===== src/rtl/net_rx.sv =====
// net_rx: RGMII receive path, rxclk domain.
// Preamble/SFD detect, FCS strip, CRC/length/RX_ER check, frame counters.
module net_rx #(
  parameter int MIN_LEN = 64,
  parameter int MAX_LEN = 1518,
  parameter int CNT_W   = 16
) (
  input  logic             rxclk,
  input  logic             rst_n,
  input  logic [3:0]       rxd_r,
  input  logic [3:0]       rxd_f,
  input  logic             rxctl_r,
  input  logic             rxctl_f,
  output logic [7:0]       m_data,
  output logic             m_valid,
  output logic             m_first,
  output logic             m_last,
  output logic             m_good,
  output logic [CNT_W-1:0] cnt_ok,
  output logic [CNT_W-1:0] cnt_bad
);

  localparam int LEN_W = $clog2(MAX_LEN + 2);
  localparam logic [LEN_W-1:0] LEN_MAX = LEN_W'(MAX_LEN);
  localparam logic [LEN_W-1:0] LEN_MIN = LEN_W'(MIN_LEN);
  localparam logic [LEN_W-1:0] LEN_FULL = LEN_W'(5);
  localparam logic [31:0] POLY = 32'hEDB88320;
  localparam logic [31:0] RESIDUE = 32'hC704DD7B;

  typedef enum logic [1:0] {
    IDLE,
    PRE,
    DATA,
    DROP
  } state_t;

  state_t state, state_n;

  logic       dv;
  logic       er;
  logic [7:0] rx_byte;

  assign dv      = rxctl_r;
  assign er      = rxctl_r ^ rxctl_f;
  assign rx_byte = {rxd_f, rxd_r};

  logic             armed;
  logic [LEN_W-1:0] len;
  logic [31:0]      crc;
  logic             er_seen;
  logic [7:0]       pipe [5];

  logic shift;
  logic frame_end;
  logic overflow;
  logic full;
  logic crc_ok;
  logic good;
  logic emit;
  logic ok_inc;
  logic bad_inc;

  function automatic logic [31:0] crc_step(
    input logic [31:0] c,
    input logic [7:0]  d
  );
    logic [31:0] r;
    r = c ^ {24'h0, d};
    for (int i = 0; i < 8; i++)
      r = r[0] ? ((r >> 1) ^ POLY) : (r >> 1);
    return r;
  endfunction

  // The reflected register is compared in MSB-first bit order
  function automatic logic [31:0] rev32(input logic [31:0] v);
    logic [31:0] r;
    for (int i = 0; i < 32; i++)
      r[i] = v[31-i];
    return r;
  endfunction

  // Next state and per-cycle frame events
  always_comb begin
    state_n   = state;
    shift     = 1'b0;
    frame_end = 1'b0;
    overflow  = 1'b0;
    unique case (state)
      IDLE: begin
        if (dv && armed && rx_byte == 8'h55)
          state_n = PRE;
      end
      PRE: begin
        if (!dv)
          state_n = IDLE;
        else if (rx_byte == 8'hD5)
          state_n = DATA;
        else if (rx_byte != 8'h55)
          state_n = IDLE;
      end
      DATA: begin
        if (!dv) begin
          frame_end = 1'b1;
          state_n   = IDLE;
        end else if (len == LEN_MAX) begin
          overflow = 1'b1;
          state_n  = DROP;
        end else begin
          shift = 1'b1;
        end
      end
      DROP: begin
        if (!dv)
          state_n = IDLE;
      end
      default: state_n = IDLE;
    endcase
  end

  // Head of pipe is real frame data only once 5 bytes are in
  assign full    = len >= LEN_FULL;
  assign crc_ok  = rev32(crc) == RESIDUE;
  assign good    = crc_ok && len >= LEN_MIN && !er_seen;
  assign emit    = full && (shift || frame_end || overflow);
  assign ok_inc  = frame_end && full && good;
  assign bad_inc = (frame_end && !(full && good)) || overflow;

  // State register
  always_ff @(posedge rxclk or negedge rst_n) begin
    if (!rst_n)
      state <= IDLE;
    else
      state <= state_n;
  end

  // After reset, ignore traffic until the line has been idle once
  always_ff @(posedge rxclk or negedge rst_n) begin
    if (!rst_n)
      armed <= 1'b0;
    else if (!dv)
      armed <= 1'b1;
  end

  // Length, CRC and error accumulation over bytes after SFD
  always_ff @(posedge rxclk or negedge rst_n) begin
    if (!rst_n) begin
      len     <= '0;
      crc     <= '1;
      er_seen <= 1'b0;
    end else if (state == PRE && state_n == DATA) begin
      len     <= '0;
      crc     <= '1;
      er_seen <= 1'b0;
    end else if (state == DATA && dv) begin
      len     <= len + 1'b1;
      crc     <= crc_step(crc, rx_byte);
      er_seen <= er_seen | er;
    end
  end

  // FCS-strip delay line; pipe[0] is the oldest byte
  always_ff @(posedge rxclk or negedge rst_n) begin
    if (!rst_n) begin
      for (int i = 0; i < 5; i++)
        pipe[i] <= '0;
    end else if (shift) begin
      for (int i = 0; i < 4; i++)
        pipe[i] <= pipe[i+1];
      pipe[4] <= rx_byte;
    end else if (frame_end || overflow) begin
      for (int i = 0; i < 5; i++)
        pipe[i] <= '0;
    end
  end

  // Registered output stream
  always_ff @(posedge rxclk or negedge rst_n) begin
    if (!rst_n) begin
      m_data  <= '0;
      m_valid <= 1'b0;
      m_first <= 1'b0;
      m_last  <= 1'b0;
      m_good  <= 1'b0;
    end else begin
      m_data  <= emit ? pipe[0] : 8'h00;
      m_valid <= emit;
      m_first <= emit && len == LEN_FULL;
      m_last  <= emit && (frame_end || overflow);
      m_good  <= emit && frame_end && good;
    end
  end

  // Saturating frame statistics
  always_ff @(posedge rxclk or negedge rst_n) begin
    if (!rst_n) begin
      cnt_ok  <= '0;
      cnt_bad <= '0;
    end else begin
      if (ok_inc && cnt_ok != {CNT_W{1'b1}})
        cnt_ok <= cnt_ok + 1'b1;
      if (bad_inc && cnt_bad != {CNT_W{1'b1}})
        cnt_bad <= cnt_bad + 1'b1;
    end
  end

endmodule


===== config.mk =====
export PLATFORM = sky130hd
export DESIGN_NAME = net_rx
export DESIGN_NICKNAME = d
export VERILOG_FILES = /design/src/rtl/net_rx.sv
export SDC_FILE = /design/constraint.sdc
export NUM_CORES = 1
export LEC_CHECK = 0
export CORE_UTILIZATION = 57
export DETAILED_ROUTE_END_ITERATION = 6
export GPL_TIMING_DRIVEN = 0
export HOLD_SLACK_MARGIN = 0.08
export PLACE_DENSITY = 0.79
export SYNTH_ARGS = -nofsm -noshare
export SYNTH_HDL_FRONTEND = slang
export SYNTH_SLANG_ARGS = --single-unit

===== constraint.sdc =====
create_clock -name rxclk -period 2.67 [get_ports rxclk]
set_input_delay 0.534 -clock rxclk [delete_from_list [all_inputs] [get_ports rxclk]]
set_output_delay 0.534 -clock rxclk [all_outputs]
set_load 0.005 [all_outputs]

==> flow_summary.toml, run 1 <==
[cells_and_area]
drive_gt1_share_pct = 14.8
final_cell_mix = "dfrtp_1, xnor2_1, clkdlybuf4s50_1"
antenna_cells = 0
final_cell_area_um2 = 7490
nFillCells = 743
nets = 627
area_growth_pct = 22.3
final_common_cell = "dfrtp_1"

[timing]
finalHoldViolCount = 0
fmax_mhz = 401
layout_worst_path_cycle_share_pct = 93.5
finalSetupViolations = 0
tightest_slew_ns = 0.866
period_minus_slack_ns = 2.50
rsz0062_at_grt = "no"
slew_viol_final = 0
tns_ns = 0
fin_skew_ns = 0.00952
max_slew_margin_pct = 41.9

[power_and_ir_drop]
total_power_w = 0.00462
p_sw_share_pct = 22.9
power.leakage_nw = 3.22
p_int_w = 0.00356
ir_worst_vdd_mv = 0.446
pwr-share-comb_pct = 5.8
p_sw_w = 0.00106
p_clk_share_pct = 51.1
p_seq_share_pct = 43.1
power_density_nw_per_um2 = 617

[global_route]
grt_pass1_wl_um = 21700
first_global_vias = 4408
grt_max_degree = 69
antenna_found_initial = 0
grt-ovfl-total = 0
grtUsageTotal_pct = 25.2

[detailed_routing]
drt_pre_antenna_iters = 5
met1Wirelength_um = 5500
top_layer = "met4"
wirelength_um = 12900
met3_length_um = 687
remaining_drc_errors = 0
vias_per_cell = 5.74
ant_nets = 0
wl_per_cell_um = 17.1
num_vias = 4351
dr_wl_met2_um = 6520
drt_iter0_markers = 249

[critical_path]
cp-start-kind = "input port"
critPathArrivalTime_ns = 2.94
setup.worst_path.class = "in2reg"
endpoint_kind = "flop"
worst_ep_required_time_ns = 3.12
cp_max_fo = 5

[clock_tree]
cts_root_buffer = "clkbuf_8"
clock_path_buffers = 2
cts_tree = "done"
clk_pin_slew_worst_paths_ns = 0.06
htree_levels = 4
cts.sinks = 131
clock_latency_ns = 0.52
numCtsBuffers = 17

[synthesis]
synth_area_um2 = 6120
ys_seq_area_share_pct = 54.2
ys_types = 51
ys_seq_elements = 131
yosysWarnings = 0
yosys_most_used_dff = "dfrtp_1"
async_flop_share_pct = 100
synth_cells = 533
synth_edf_count = 0
synth_fp_nets = 551
syn_area_per_cell_um2 = 11.5

[floorplan]
die-area_um2 = 11200
io-pin-count = 56
core_um2 = 10400
rows = 37
initial_core_util_pct = 59.0
dieHeight_um = 106
die_x_um = 106

[worst_hold_path]
min_path_type = "reg2reg"

[placement]
port_buffers = 55
gp_congestion = 0.912
dpl.hpwl_um = 8800
placement.cell_area_um2 = 6870

[status]
run_status = "complete, no violations"

[run]
max_cap_violations = 0
[flip-flops by register name, indices dropped and copies added (netlist names)]
signal and flops:
armed 1, cnt_bad 16, cnt_ok 16, crc 32
er_seen 1, len 11, m_data 8, m_first 1
m_good 1, m_last 1, m_valid 1, pipe 40
state 2
[power groups by stage]
stage / clock (W) / sequential [W] / combinational, W
2_1_floorplan: 0 / 0.00202 / 0.000165
3_3_place_gp: 0 / 0.00202 / 0.000256
6_report: 0.00236 / 0.00199 / 0.000270
5_1_grt: 0.00248 / 0.00199 / 0.000293
3_5_place_dp: 0 / 0.00202 / 0.000263
4_1_cts: 0.00239 / 0.00199 / 0.000271
[routing by layer]
layer / track usage [%] / vias to the layer above
li1: - / 2031
met1: 31.9 / 2162
met2: 41.9 / 135
met3: 5.57 / 23
met4: 10.1 / 0
met5: 0 / -
[logic make-up (layout without fill, tap and decap cells)]
| logic type | count (synthesis) | in the layout | share of synthesized area [%] |
|---|---|---|---|
| adder cells (fa/ha/maj) | 6 | 6 | 1.23 |
| XOR/XNOR | 107 | 107 | 16.3 |
| multiplexers | 5 | 5 | 0.899 |
| AND/OR/NAND/NOR | 168 | 168 | 15.5 |
| flip-flops | 131 | 131 | 54.2 |
| buffers and inverters | 31 | 120 | 2.10 |
| AO/OA/AOI/OAI | 85 | 85 | 9.75 |
[Yosys cell counts (7+ instances only)]
library cell  instances  area share [%]
a21oi_1              35             2.9
a22o_1               40             5.7
and2_1                9            0.92
clkbuf_1             16            0.98
dfrtp_1              99              40
dfstp_2              32              14
inv_1                 7            0.43
nand2_1              20             1.2
nand3_1              19             1.6
nand4_1              11             1.1
nor2_1               30             1.8
nor3_1               33             2.7
nor4_1                8            0.82
xnor2_1              66             9.4
xor2_1               34             4.9
[worst paths after layout]
kind                           from         end  slack, ns  cells past startpoint
min in group asynchronous     rst_n   m_data[7]       0.55                      2
min reg2reg                   armed       armed       0.47                      1
max                        rxd_r[3]     crc[19]       0.17                      7
min                           armed       armed       0.47                      1
max reg2reg                 crc[30]  cnt_ok[11]       0.20                      7
max in group asynchronous     rst_n     crc[23]       1.35                      3
[area by class of cell]
| type | instances | area [µm²] | share of cell area, % |
|---|---|---|---|
| Tap cell | 136 | 170 | 2.27 |
| Inverter | 7 | 26.3 | 0.351 |
| Buffer | 24 | 104 | 1.39 |
| Sequential cell | 131 | 3320 | 44.3 |
| Multi-Input combinational cell | 371 | 2680 | 35.7 |
| Clock buffer | 19 | 432 | 5.77 |
| Clock inverter | 13 | 171 | 2.29 |
| Timing Repair Buffer | 57 | 589 | 7.87 |
[worst max-delay path, cell delays in order]
cell and delay (ns):
clkdlybuf4s50_1 0.54, xnor2_1 0.72, xnor2_1 0.33, xnor2_2 0.33, xnor2_1 0.15, xnor2_1 0.15, a21oi_1 0.18
[through the flow]
| stage | hold slack, ns | util, % | setup slack (ns) | instances |
|---|---|---|---|---|
| after global routing | 0.498 | 72.2 | 0.0652 | 758 |
| after detailed placement | 0.458 | 66.3 | -0.362 | 725 |
| after floorplan | 0.238 | - | 0.463 | 533 |
| after global placement | 0.452 | 66.0 | -3.78 | 724 |
| after CTS | 0.470 | 72.2 | 0.184 | 758 |
| final | 0.467 | 72.2 | 0.174 | 758 |
[what timing repair did]
item / CTS / global route
setup buffers: 0 / 0
hold buffers: 1 / 0
hold endpoints to repair: 42 / 0
gates resized for setup: 0 / 1
endpoints found under the setup margin: 0 / 8
Power figures use the tool's default switching activity.
==> run 2, diff against run 1 <==
--- a/config.mk
+++ b/config.mk
@@ -10,6 +10,7 @@
 export GPL_TIMING_DRIVEN = 0
 export HOLD_SLACK_MARGIN = 0.08
 export PLACE_DENSITY = 0.79
+export SETUP_SLACK_MARGIN = 0.02
 export SYNTH_ARGS = -nofsm -noshare
 export SYNTH_HDL_FRONTEND = slang
 export SYNTH_SLANG_ARGS = --single-unit
==> results of run 2 <==
The final DEF is identical to that of run 1; final timing and power are the same.
